==> src/rtl/ddr_axi_pkg.sv <==
// Shared state type, AXI3 encodings and response helper for the DDR AXI
// initiator and its watchdog.
package ddr_axi_pkg;

    typedef enum logic [2:0] {
        ST_IDLE,
        ST_AW,
        ST_W,
        ST_B,
        ST_AR,
        ST_R,
        ST_DONE
    } axi_state_e;

    localparam logic [1:0] AXI_RESP_OKAY   = 2'b00;
    localparam logic [1:0] AXI_RESP_SLVERR = 2'b10;
    localparam logic [2:0] AXI_SIZE_4B     = 3'b010;
    localparam logic [1:0] AXI_BURST_INCR  = 2'b01;

    // Numerically larger AXI responses are the more severe ones.
    function automatic logic [1:0] resp_worst(input logic [1:0] a, input logic [1:0] b);
        return (a > b) ? a : b;
    endfunction

endpackage

==> src/rtl/ddr_axi_if.sv <==
// AXI3 bus between the DDR AXI initiator and the DDR controller slave port.
interface ddr_axi_if #(
    parameter int unsigned ADDR_W = 32
) ();

    logic [ADDR_W-1:0] AWADDR;
    logic              AWVALID;
    logic              AWREADY;
    logic [3:0]        AWLEN;
    logic [2:0]        AWSIZE;
    logic [1:0]        AWBURST;

    logic [31:0]       WDATA;
    logic [3:0]        WSTRB;
    logic              WVALID;
    logic              WREADY;
    logic              WLAST;

    logic [1:0]        BRESP;
    logic              BVALID;
    logic              BREADY;

    logic [ADDR_W-1:0] ARADDR;
    logic              ARVALID;
    logic              ARREADY;
    logic [3:0]        ARLEN;
    logic [2:0]        ARSIZE;
    logic [1:0]        ARBURST;

    logic [31:0]       RDATA;
    logic [1:0]        RRESP;
    logic              RVALID;
    logic              RREADY;
    logic              RLAST;

    modport master (
        output AWADDR, AWVALID, AWLEN, AWSIZE, AWBURST,
        input  AWREADY,
        output WDATA, WSTRB, WVALID, WLAST,
        input  WREADY,
        input  BRESP, BVALID,
        output BREADY,
        output ARADDR, ARVALID, ARLEN, ARSIZE, ARBURST,
        input  ARREADY,
        input  RDATA, RRESP, RVALID, RLAST,
        output RREADY
    );

    modport slave (
        input  AWADDR, AWVALID, AWLEN, AWSIZE, AWBURST,
        output AWREADY,
        input  WDATA, WSTRB, WVALID, WLAST,
        output WREADY,
        output BRESP, BVALID,
        input  BREADY,
        input  ARADDR, ARVALID, ARLEN, ARSIZE, ARBURST,
        output ARREADY,
        output RDATA, RRESP, RVALID, RLAST,
        input  RREADY
    );

endinterface

==> src/rtl/ddr_axi_watchdog.sv <==
// Stall watchdog: counts enabled cycles without a clear and pulses expire on
// the TIMEOUT_CYCLES-th one. TIMEOUT_CYCLES = 0 disables it.
module ddr_axi_watchdog #(
    parameter int unsigned TIMEOUT_CYCLES = 1024
) (
    input  logic ACLK,
    input  logic ARESETn,
    input  logic clear,
    input  logic enable,
    output logic expire
);

    generate
        if (TIMEOUT_CYCLES == 0) begin : g_off
            assign expire = 1'b0;
        end else begin : g_on
            localparam int unsigned CW = (TIMEOUT_CYCLES > 1) ? $clog2(TIMEOUT_CYCLES) : 1;
            localparam logic [CW-1:0] LIMIT = CW'(TIMEOUT_CYCLES - 1);

            logic [CW-1:0] count_q;

            always_ff @(posedge ACLK or negedge ARESETn) begin
                if (!ARESETn) begin
                    count_q <= '0;
                end else if (clear || !enable) begin
                    count_q <= '0;
                end else if (count_q != LIMIT) begin
                    count_q <= count_q + 1'b1;
                end
            end

            assign expire = enable && !clear && (count_q == LIMIT);
        end
    endgenerate

endmodule

==> src/rtl/ddr_axi_master.sv <==
// AXI3 initiator for the DDR controller slave port: one write (AW, W, B) or
// read (AR, R) burst at a time, driven from a command/stream user interface.
module ddr_axi_master
    import ddr_axi_pkg::*;
#(
    parameter int unsigned TIMEOUT_CYCLES = 1024,
    parameter int unsigned ADDR_W         = 32
) (
    input  logic              ACLK,
    input  logic              ARESETn,

    input  logic              cmd_valid,
    output logic              cmd_ready,
    input  logic              cmd_write,
    input  logic [ADDR_W-1:0] cmd_addr,
    input  logic [3:0]        cmd_len,

    input  logic [31:0]       wr_data,
    input  logic [3:0]        wr_strb,
    input  logic              wr_valid,
    output logic              wr_ready,

    output logic [31:0]       rd_data,
    output logic              rd_valid,
    output logic              rd_last,
    input  logic              rd_ready,

    output logic              done,
    output logic [1:0]        done_resp,
    output logic              done_err,

    ddr_axi_if.master         m0
);

    axi_state_e        state_q;
    logic [ADDR_W-1:0] addr_q;
    logic [3:0]        len_q;
    logic [3:0]        beat_q;
    logic              aw_valid_q;
    logic              ar_valid_q;
    logic              bready_q;
    logic [1:0]        resp_q;
    logic              err_q;

    logic              aw_hs, ar_hs, w_hs, b_hs, r_hs;
    logic              last_beat;
    logic              busy;
    logic              wd_clear;
    logic              wd_expire;
    logic [1:0]        r_resp_next;
    logic              r_err_next;

    always_comb begin
        aw_hs       = aw_valid_q & m0.AWREADY;
        ar_hs       = ar_valid_q & m0.ARREADY;
        w_hs        = (state_q == ST_W) & wr_valid & m0.WREADY;
        b_hs        = bready_q & m0.BVALID;
        r_hs        = (state_q == ST_R) & m0.RVALID & rd_ready;
        last_beat   = (beat_q == len_q);
        busy        = state_q inside {ST_AW, ST_W, ST_B, ST_AR, ST_R};
        wd_clear    = ~busy | aw_hs | ar_hs | w_hs | b_hs | r_hs;
        r_resp_next = resp_worst(resp_q, m0.RRESP);
        r_err_next  = err_q | (m0.RLAST != last_beat);
    end

    ddr_axi_watchdog #(
        .TIMEOUT_CYCLES(TIMEOUT_CYCLES)
    ) u_watchdog (
        .ACLK    (ACLK),
        .ARESETn (ARESETn),
        .clear   (wd_clear),
        .enable  (busy),
        .expire  (wd_expire)
    );

    always_ff @(posedge ACLK or negedge ARESETn) begin
        if (!ARESETn) begin
            state_q    <= ST_IDLE;
            addr_q     <= '0;
            len_q      <= '0;
            beat_q     <= '0;
            aw_valid_q <= 1'b0;
            ar_valid_q <= 1'b0;
            bready_q   <= 1'b0;
            resp_q     <= AXI_RESP_OKAY;
            err_q      <= 1'b0;
            done       <= 1'b0;
            done_resp  <= AXI_RESP_OKAY;
            done_err   <= 1'b0;
        end else begin
            done <= 1'b0;
            if (busy && wd_expire) begin
                aw_valid_q <= 1'b0;
                ar_valid_q <= 1'b0;
                bready_q   <= 1'b0;
                done       <= 1'b1;
                done_resp  <= AXI_RESP_SLVERR;
                done_err   <= 1'b1;
                state_q    <= ST_DONE;
            end else begin
                case (state_q)
                    ST_IDLE: begin
                        if (cmd_valid) begin
                            addr_q <= cmd_addr & ~ADDR_W'(3);
                            len_q  <= cmd_len;
                            beat_q <= '0;
                            resp_q <= AXI_RESP_OKAY;
                            err_q  <= 1'b0;
                            if (cmd_write) begin
                                aw_valid_q <= 1'b1;
                                state_q    <= ST_AW;
                            end else begin
                                ar_valid_q <= 1'b1;
                                state_q    <= ST_AR;
                            end
                        end
                    end
                    ST_AW: begin
                        if (aw_hs) begin
                            aw_valid_q <= 1'b0;
                            state_q    <= ST_W;
                        end
                    end
                    ST_W: begin
                        if (w_hs) begin
                            if (last_beat) begin
                                bready_q <= 1'b1;
                                state_q  <= ST_B;
                            end else begin
                                beat_q <= beat_q + 1'b1;
                            end
                        end
                    end
                    ST_B: begin
                        if (b_hs) begin
                            bready_q  <= 1'b0;
                            done      <= 1'b1;
                            done_resp <= m0.BRESP;
                            done_err  <= err_q;
                            state_q   <= ST_DONE;
                        end
                    end
                    ST_AR: begin
                        if (ar_hs) begin
                            ar_valid_q <= 1'b0;
                            state_q    <= ST_R;
                        end
                    end
                    ST_R: begin
                        // Completion follows the beat counter; RLAST only feeds the error flag.
                        if (r_hs) begin
                            resp_q <= r_resp_next;
                            err_q  <= r_err_next;
                            if (last_beat) begin
                                done      <= 1'b1;
                                done_resp <= r_resp_next;
                                done_err  <= r_err_next;
                                state_q   <= ST_DONE;
                            end else begin
                                beat_q <= beat_q + 1'b1;
                            end
                        end
                    end
                    ST_DONE: begin
                        state_q <= ST_IDLE;
                    end
                    default: begin
                        state_q <= ST_IDLE;
                    end
                endcase
            end
        end
    end

    assign cmd_ready  = (state_q == ST_IDLE);

    assign m0.AWADDR  = addr_q;
    assign m0.AWVALID = aw_valid_q;
    assign m0.AWLEN   = len_q;
    assign m0.AWSIZE  = AXI_SIZE_4B;
    assign m0.AWBURST = AXI_BURST_INCR;

    assign m0.WDATA   = wr_data;
    assign m0.WSTRB   = wr_strb;
    assign m0.WVALID  = (state_q == ST_W) & wr_valid;
    assign m0.WLAST   = (state_q == ST_W) & last_beat;
    assign wr_ready   = (state_q == ST_W) & m0.WREADY;

    assign m0.BREADY  = bready_q;

    assign m0.ARADDR  = addr_q;
    assign m0.ARVALID = ar_valid_q;
    assign m0.ARLEN   = len_q;
    assign m0.ARSIZE  = AXI_SIZE_4B;
    assign m0.ARBURST = AXI_BURST_INCR;

    assign m0.RREADY  = (state_q == ST_R) & rd_ready;
    assign rd_valid   = (state_q == ST_R) & m0.RVALID;
    assign rd_data    = m0.RDATA;
    assign rd_last    = (state_q == ST_R) & last_beat;

endmodule

==> src/flat_wrapper.sv <==
// flat-port wrapper written by rule: the top's interface ports become plain ports
module ddr_axi_master_flat import ddr_axi_pkg::*;
#(
    parameter int unsigned TIMEOUT_CYCLES = 1024,
    parameter int unsigned ADDR_W         = 32
)
  (ACLK, ARESETn, cmd_valid, cmd_ready, cmd_write, cmd_addr, cmd_len, wr_data, wr_strb, wr_valid, wr_ready, rd_data, rd_valid, rd_last, rd_ready, done, done_resp, done_err, m0_AWADDR, m0_AWVALID, m0_AWLEN, m0_AWSIZE, m0_AWBURST, m0_AWREADY, m0_WDATA, m0_WSTRB, m0_WVALID, m0_WLAST, m0_WREADY, m0_BRESP, m0_BVALID, m0_BREADY, m0_ARADDR, m0_ARVALID, m0_ARLEN, m0_ARSIZE, m0_ARBURST, m0_ARREADY, m0_RDATA, m0_RRESP, m0_RVALID, m0_RLAST, m0_RREADY);
  ddr_axi_if #(.ADDR_W(ADDR_W)) m0_i ();
  input  logic ACLK;
  input  logic ARESETn;
  input  logic cmd_valid;
  output logic cmd_ready;
  input  logic cmd_write;
  input  logic [ADDR_W-1:0] cmd_addr;
  input  logic [3:0] cmd_len;
  input  logic [31:0] wr_data;
  input  logic [3:0] wr_strb;
  input  logic wr_valid;
  output logic wr_ready;
  output logic [31:0] rd_data;
  output logic rd_valid;
  output logic rd_last;
  input  logic rd_ready;
  output logic done;
  output logic [1:0] done_resp;
  output logic done_err;
  output wire logic [$bits(m0_i.AWADDR)-1:0] m0_AWADDR;
  output wire logic [$bits(m0_i.AWVALID)-1:0] m0_AWVALID;
  output wire logic [$bits(m0_i.AWLEN)-1:0] m0_AWLEN;
  output wire logic [$bits(m0_i.AWSIZE)-1:0] m0_AWSIZE;
  output wire logic [$bits(m0_i.AWBURST)-1:0] m0_AWBURST;
  input wire logic [$bits(m0_i.AWREADY)-1:0] m0_AWREADY;
  output wire logic [$bits(m0_i.WDATA)-1:0] m0_WDATA;
  output wire logic [$bits(m0_i.WSTRB)-1:0] m0_WSTRB;
  output wire logic [$bits(m0_i.WVALID)-1:0] m0_WVALID;
  output wire logic [$bits(m0_i.WLAST)-1:0] m0_WLAST;
  input wire logic [$bits(m0_i.WREADY)-1:0] m0_WREADY;
  input wire logic [$bits(m0_i.BRESP)-1:0] m0_BRESP;
  input wire logic [$bits(m0_i.BVALID)-1:0] m0_BVALID;
  output wire logic [$bits(m0_i.BREADY)-1:0] m0_BREADY;
  output wire logic [$bits(m0_i.ARADDR)-1:0] m0_ARADDR;
  output wire logic [$bits(m0_i.ARVALID)-1:0] m0_ARVALID;
  output wire logic [$bits(m0_i.ARLEN)-1:0] m0_ARLEN;
  output wire logic [$bits(m0_i.ARSIZE)-1:0] m0_ARSIZE;
  output wire logic [$bits(m0_i.ARBURST)-1:0] m0_ARBURST;
  input wire logic [$bits(m0_i.ARREADY)-1:0] m0_ARREADY;
  input wire logic [$bits(m0_i.RDATA)-1:0] m0_RDATA;
  input wire logic [$bits(m0_i.RRESP)-1:0] m0_RRESP;
  input wire logic [$bits(m0_i.RVALID)-1:0] m0_RVALID;
  input wire logic [$bits(m0_i.RLAST)-1:0] m0_RLAST;
  output wire logic [$bits(m0_i.RREADY)-1:0] m0_RREADY;
  assign m0_AWADDR = m0_i.AWADDR;
  assign m0_AWVALID = m0_i.AWVALID;
  assign m0_AWLEN = m0_i.AWLEN;
  assign m0_AWSIZE = m0_i.AWSIZE;
  assign m0_AWBURST = m0_i.AWBURST;
  assign m0_i.AWREADY = m0_AWREADY;
  assign m0_WDATA = m0_i.WDATA;
  assign m0_WSTRB = m0_i.WSTRB;
  assign m0_WVALID = m0_i.WVALID;
  assign m0_WLAST = m0_i.WLAST;
  assign m0_i.WREADY = m0_WREADY;
  assign m0_i.BRESP = m0_BRESP;
  assign m0_i.BVALID = m0_BVALID;
  assign m0_BREADY = m0_i.BREADY;
  assign m0_ARADDR = m0_i.ARADDR;
  assign m0_ARVALID = m0_i.ARVALID;
  assign m0_ARLEN = m0_i.ARLEN;
  assign m0_ARSIZE = m0_i.ARSIZE;
  assign m0_ARBURST = m0_i.ARBURST;
  assign m0_i.ARREADY = m0_ARREADY;
  assign m0_i.RDATA = m0_RDATA;
  assign m0_i.RRESP = m0_RRESP;
  assign m0_i.RVALID = m0_RVALID;
  assign m0_i.RLAST = m0_RLAST;
  assign m0_RREADY = m0_i.RREADY;
  ddr_axi_master #(.TIMEOUT_CYCLES(TIMEOUT_CYCLES), .ADDR_W(ADDR_W)) u_core (.ACLK(ACLK), .ARESETn(ARESETn), .cmd_valid(cmd_valid), .cmd_ready(cmd_ready), .cmd_write(cmd_write), .cmd_addr(cmd_addr), .cmd_len(cmd_len), .wr_data(wr_data), .wr_strb(wr_strb), .wr_valid(wr_valid), .wr_ready(wr_ready), .rd_data(rd_data), .rd_valid(rd_valid), .rd_last(rd_last), .rd_ready(rd_ready), .done(done), .done_resp(done_resp), .done_err(done_err), .m0(m0_i));
endmodule
==> config.mk <==
export PLATFORM = sky130hd
export DESIGN_NAME = ddr_axi_master_flat
export DESIGN_NICKNAME = d
export VERILOG_FILES = /design/src/rtl/ddr_axi_pkg.sv /design/src/rtl/ddr_axi_if.sv /design/src/rtl/ddr_axi_watchdog.sv /design/src/rtl/ddr_axi_master.sv /design/src/flat_wrapper.sv
export SDC_FILE = /design/constraint.sdc
export NUM_CORES = 1
export LEC_CHECK = 0
export BUFFER_PORTS_ARGS = -buffer_cell sky130_fd_sc_hd__buf_4
export CAP_MARGIN = 20
export CORE_MARGIN = 3
export CORE_UTILIZATION = 30
export CTS_CLUSTER_DIAMETER = 100
export DETAILED_ROUTE_END_ITERATION = 8
export PLACE_DENSITY_LB_ADDON = 0.1
export SLEW_MARGIN = 10
export SYNTH_ARGS = -nofsm -noshare
export SYNTH_HDL_FRONTEND = slang
export SYNTH_SLANG_ARGS = --single-unit
==> constraint.sdc <==
create_clock -name ACLK -period 4.2 [get_ports ACLK]
set_input_delay 0.63 -clock ACLK [delete_from_list [all_inputs] [get_ports ACLK]]
set_output_delay 0.63 -clock ACLK [all_outputs]
set_load 0.005 [all_outputs]
### Word level (Yosys, flattened, before mapping)

Index checks and enable logic that the tools add are counted.

| storage, ports and cells | value |
|---|---|
| bits of input ports | 120 |
| output and inout bits | 164 |
| word-level logic and storage cells | 135 |
| bits in registers | 61 |

| operators by class | value |
|---|---|
| muxes and demuxes | 55 |
| bitwise logic cells | 19 |
| $lt $le $gt $ge | 1 |
| reductions and logical operators | 23 |
| equal/unequal tests | 22 |
| add/subtract/negate cells | 2 |

Operators by type and width:

| cell | count |
|---|---|
| 3-bit 2-to-1 mux | 10 |
| 1-bit 2-to-1 mux | 22 |
| 10-bit 2-to-1 mux | 2 |
| 4-bit AND reduction | 5 |
| 3-bit one-hot mux with 6 select lines | 1 |
| 4-bit 2-to-1 mux | 4 |
| 3-bit by 1-bit != test with 1-bit output (second input constant) | 5 |
| 3-bit by 2-bit != test with 1-bit output (second input constant) | 5 |
| 3-bit nonzero test | 5 |
| 2-bit 2-to-1 mux | 7 |
| 1-bit one-hot mux with 2 select lines | 6 |
| 4-bit one-hot mux with 3 select lines | 1 |
| 1-bit bitwise AND | 11 |
| 10-bit by 1-bit adder with 10-bit output (second input constant) | 1 |
| 10-bit equality test (second input constant) | 1 |
| 10-bit != test (second input constant) | 1 |
| 2-bit one-hot mux with 2 select lines | 2 |
| 8-bit AND reduction | 1 |
| 3-bit by 2-bit equality test with 1-bit output (second input constant) | 2 |
| 3-bit equality test (second input constant) | 2 |
| 1-bit bitwise OR | 6 |
| 5-bit AND reduction | 1 |
| 5-bit nonzero test | 1 |
| 4-bit by 1-bit adder with 4-bit output (second input constant) | 1 |
| 13 further kinds | 19 |

### Logic depth before layout (Yosys ltp)

| depth | value |
|---|---|
| depth in word-level cells | 14 |
| mapped depth | 8 |
| depth with buffers taken out | 7 |

### Hierarchy

Synthesis repeated with hierarchy kept, for this count alone.

| second synthesis, totals | value |
|---|---|
| cell total of the unflattened synthesis | 401 |
| area total of the unflattened synthesis | 3947.5 µm² |

Modules (own cells, without submodules):

| module | cells each | sequential area each (µm²) | area an instance (µm²) | instances |
|---|---|---|---|---|
| ddr_axi_master | 344 | 1276.2 | 3394.5 | 1 |
| ddr_axi_watchdog | 57 | 250.2 | 553.0 | 1 |

### Least setup slack after synthesis

Ideal clock, no wire load.

| path | value |
|---|---|
| kind | register to register |
| start point | register u_core.u_watchdog.g_on.count_q[0] |
| end point | register u_core.resp_q[1] |
| setup time | 0.125 ns |
| setup slack | 2.246 ns |
| data required time | 4.075 ns |
| stages on the path, launching flop included | 8 |
| period minus slack after synthesis | 1.954 ns |
| path buffers | 1 |
| arrival time | 1.828 ns |
| cell sequence | dfrtp_1 ha_1 and4_1 buf_4 nand3_2 nor4_4 a211o_1 mux2_4 |

| between the ends | value |
|---|---|
| longest elaborated chain between the ends | 5 |

RTL lines:

| item | RTL line | text |
|---|---|---|
| start: declaration | ddr_axi_watchdog.sv:20 | `logic [CW-1:0] count_q;` |
| start signal: assignment | ddr_axi_watchdog.sv:28 | `count_q <= count_q + 1'b1;` |
| 10-bit equality test | ddr_axi_watchdog.sv:32 | `assign expire = enable && !clear && (count_q == LIMIT);` |
| 1-bit logical AND | ddr_axi_watchdog.sv:32 |  |
| 1-bit logical AND | ddr_axi_master.sv:92 | `if (busy && wd_expire) begin` |
| 1-bit NOT (no line) | - |  |
| 4-bit AND reduction (no line) | - |  |
| end signal: assignment | ddr_axi_master.sv:152 | `resp_q <= r_resp_next;` |
| end: declaration | ddr_axi_master.sv:42 | `logic [1:0] resp_q;` |

No other way between the ends.
A chain may end at the register's enable or synchronous reset.

### Final worst setup path

| path | value |
|---|---|
| start point | register u_core.u_watchdog.g_on.count_q[0] |
| end point | register u_core.beat_q[0] |

| between the ends | value |
|---|---|
| longest elaborated chain between the ends | 5 |

RTL lines:

| item | RTL line | text |
|---|---|---|
| 10-bit equality test | ddr_axi_watchdog.sv:32 |  |
| 1-bit logical AND | ddr_axi_watchdog.sv:32 |  |
| 1-bit logical AND | ddr_axi_master.sv:92 |  |
| 1-bit NOT (no line) | - |  |
| 5-bit AND reduction (no line) | - |  |
| end signal: assignment | ddr_axi_master.sv:130 | `beat_q <= beat_q + 1'b1;` |
| end signal: assignment | ddr_axi_master.sv:160 | `beat_q <= beat_q + 1'b1;` |
| end: declaration | ddr_axi_master.sv:38 | `logic [3:0] beat_q;` |

No other way between the ends.

==> flow_metrics.py <==
metrics = {
    "status": {
        "run_status": "complete, no violations",
    },
    "routing": {
        "routedWlPerCell_um": 13.3,
        "drc": 0,
        "first_iter_violations": 75,
        "first_pass_iters": 4,
        "route.detailed.vias_per_inst": 4.30,
        "dr_total_vias": 2788,
        "ant_nets": 0,
        "routed_wl_um": 8590,
    },
    "floorplanning": {
        "ios": 284,
        "fp.dieW_um": 120,
        "fp.coreArea_um2": 12700,
        "num_rows": 41,
        "die_height_um": 120,
        "dieArea_um2": 14500,
        "start_util": 0.309,
    },
    "yosys": {
        "ys_seq_area_frac": 0.389,
        "synth_enable_flop_cells": 0,
        "synth_area_per_cell_um2": 8.82,
        "synthArstFlopShare": 1.00,
        "syn-instance-count": 445,
        "synthFlopType": "dfrtp_1",
        "synth.distinct_cells": 53,
        "synth_area_um2": 3930,
        "synth_seq_cells": 61,
        "yosysWarnings": 0,
    },
    "power_and_ir_drop": {
        "power_frac_comb": 0.433,
        "p_int_w": 0.00194,
        "leakagePower_nw": 2.30,
        "clkPwrFrac": 0.225,
        "power_density_nw_per_um2": 678,
        "seqPwrFrac": 0.342,
        "power_switching_w": 0.00111,
        "switching_share": 0.363,
        "vdd.ir_drop.worst_uv": 245,
    },
    "sta": {
        "period_needed_ps": 2590,
        "fin_skew_ps": 7.05,
        "relSlewSlack": 0.455,
        "hold_viol": 0,
        "rsz0062_at_grt": "no",
        "finalSetupTns_ps": 0,
        "setup_slack_ps": 1610,
        "hold_ws_ps": 398,
        "min_period_over_period": 0.618,
        "final-setup-viol-count": 0,
        "slew_viol_final": 0,
        "worst_pin_slew_ps": 817,
        "fmax_ghz": 0.386,
    },
    "worst_setup_path": {
        "worstSetupStartpointType": "flop",
        "timing.rr.start": "u_core.u_watchdog.g_on.count_q[0]",
        "path_class": "flop to flop",
        "setup.worst_path.start": "u_core.u_watchdog.g_on.count_q[0]",
        "ff2ff_path_depth": 7,
        "crit_required_ps": 4410,
        "cp_max_fo": 12,
        "worstPathArrival_ps": 2800,
        "endpoint_kind": "flop",
    },
    "clocking": {
        "cts-resized-gates": 0,
        "clockBufferDepth": 2,
        "cts-htree-levels": 3,
        "cts_sinks": 61,
        "cts_inserted_buffers": 9,
        "path_clk_slew_ps": 50,
        "clk_latency_ps": 330,
        "root_buffer": "clkbuf_16",
        "holdBufCountCts": 0,
        "cts_setup_buffers": 0,
        "cts_tree": "done",
    },
    "global_route": {
        "grt.overflow.total": 0,
        "grt_pass1_wl_um": 13600,
        "grt.total_usage": 0.119,
        "grt_max_degree": 62,
        "antenna_found_initial": 0,
        "grt_pass1_vias": 2678,
    },
    "placement": {
        "place.gp.congestion": 0.741,
        "dp_hpwl_um": 6000,
        "placed_area_um2": 4230,
        "port_buffers": 131,
        "post-place-ws_ps": 1540,
    },
    "layout": {
        "multi_input_area_um2": 1450,
        "diodes": 0,
        "syn2layout_area_growth_pct": 14.8,
        "drive_gt1_frac": 0.355,
        "finalNetCount": 596,
        "num-fill-cells": 1355,
        "regArea_um2": 1530,
        "postLayoutCellArea_um2": 4510,
    },
    "job": {
        "max_cap_viol_count": 0,
    },
    "worst_hold_path": {
        "hold_path.class": "input port to asynchronous set/reset pin",
    },
}
[synthesized netlist by cell type (all sizes together), types with 2 or more instances]
master     n  area, um2
mux2i      5       50.1
nand2    121        454
nand3b     2       27.5
a211oi     3       27.5
a22oi      2       20.0
a21oi      8       40.0
nor4       2       42.5
xor2       4       35.0
or3        3       18.8
o2111ai    2       17.5
and4       2       17.5
a211o      2       17.5
ha         5       62.6
xnor2      6       52.6
buf      125        940
conb       2       7.51
nor2      20       95.1
and3       3       18.8
o31ai      2       15.0
and2       5       31.3
o32ai      2       17.5
nor3       7       40.0
nand3      7       40.0
inv        9       33.8
clkbuf     5       18.8
o22ai      2       18.8
mux2       5       60.1
o21ai      5       25.0
nor2b      2       12.5
nand2b     3       18.8
dfrtp     61       1530
nand4      5       37.5
[state kept, by name, indices dropped and copies added (netlist names)]
name	cells
u_core.beat_q	4
u_core.done	1
u_core.done_err	1
u_core.done_resp	2
u_core.err_q	1
u_core.m0.ARADDR	30
u_core.m0.ARLEN	4
u_core.m0.ARVALID	1
u_core.m0.AWVALID	1
u_core.m0.BREADY	1
u_core.resp_q	2
u_core.state_q	3
u_core.u_watchdog.g_on.count_q	10
[power groups by stage]
stage / sequential [W] / combinational (W) / clock [W]
2_1_floorplan: 0.000997 / 0.000955 / 0
3_3_place_gp: 0.00105 / 0.00135 / 0
3_5_place_dp: 0.00106 / 0.00135 / 0
4_1_cts: 0.00105 / 0.00136 / 0.000723
5_1_grt: 0.00108 / 0.00148 / 0.000749
6_report: 0.00104 / 0.00132 / 0.000688
[routing by layer]
metal,global-route usage,up-vias,routed length [um]
li1,-,1365,-
met1,0.141,1313,3620
met2,0.194,96,4280
met3,0.0491,14,573
met4,0.0439,0,109
met5,0,-,0
[area by class of cell]
class                      count  share of cell area
sequential                    61               0.339
clock inverter                 4             0.00500
timing repair buffer         133               0.222
tap                          172              0.0478
clock buffer                  12              0.0569
multi-input combinational    257               0.322
inverter                       9             0.00750
[worst paths after layout]
path	end	slack, ps
max in group asynchronous	u_core.m0.ARADDR[9]	3270
min	u_core.m0.ARADDR[19]	400
max reg2reg	u_core.beat_q[0]	1610
min reg2reg	u_core.err_q	480
max	u_core.beat_q[0]	1610
min in group ACLK	u_core.err_q	480
[stage by stage]
stage | utilization | cells | total power, W
2_1_floorplan | - | 457 | 0.00195
3_3_place_gp | 0.332 | 632 | 0.00240
3_5_place_dp | 0.332 | 632 | 0.00241
4_1_cts | 0.354 | 648 | 0.00313
5_1_grt | 0.354 | 648 | 0.00332
6_report | 0.354 | 648 | 0.00305
[cells in the final DEF (no fill, tap or decap), drive strengths merged, types with 3 or more instances in the layout]
master	Yosys	layout
nand3	7	7
xor2	4	4
conb	2	14
or3	3	3
ha	5	5
a211oi	3	3
nor2	20	20
nand2	121	121
clkbuf	5	12
clkinv	0	3
nand2b	3	3
mux2	5	5
mux2i	5	5
nand4	5	5
xnor2	6	6
buf	125	133
dfrtp	61	61
and2	5	5
inv	9	9
and3	3	3
a21oi	8	8
o21ai	5	5
nor3	7	7
[logic make-up after synthesis]
kind of cell / after synthesis / synth area share
adders and majority gates: 5 / 0.0159
other: 2 / 0.00191
DFF: 61 / 0.389
xor gates and xnor gates: 10 / 0.0223
muxes: 10 / 0.0281
AOI/OAI and AO/OA: 34 / 0.0634
buffers and inverters: 139 / 0.253
and+or+nand+nor: 184 / 0.227
[worst max-delay path: stages, from the launching register on]
cell and delay (ps):
dfrtp_1 400, ha_1 230, and4_1 300, nand3_2 240, nor4_4 640, buf_4 270
nor3_2 70, mux2_1 330
No activity file was read; power rests on OpenSTA's default activity.
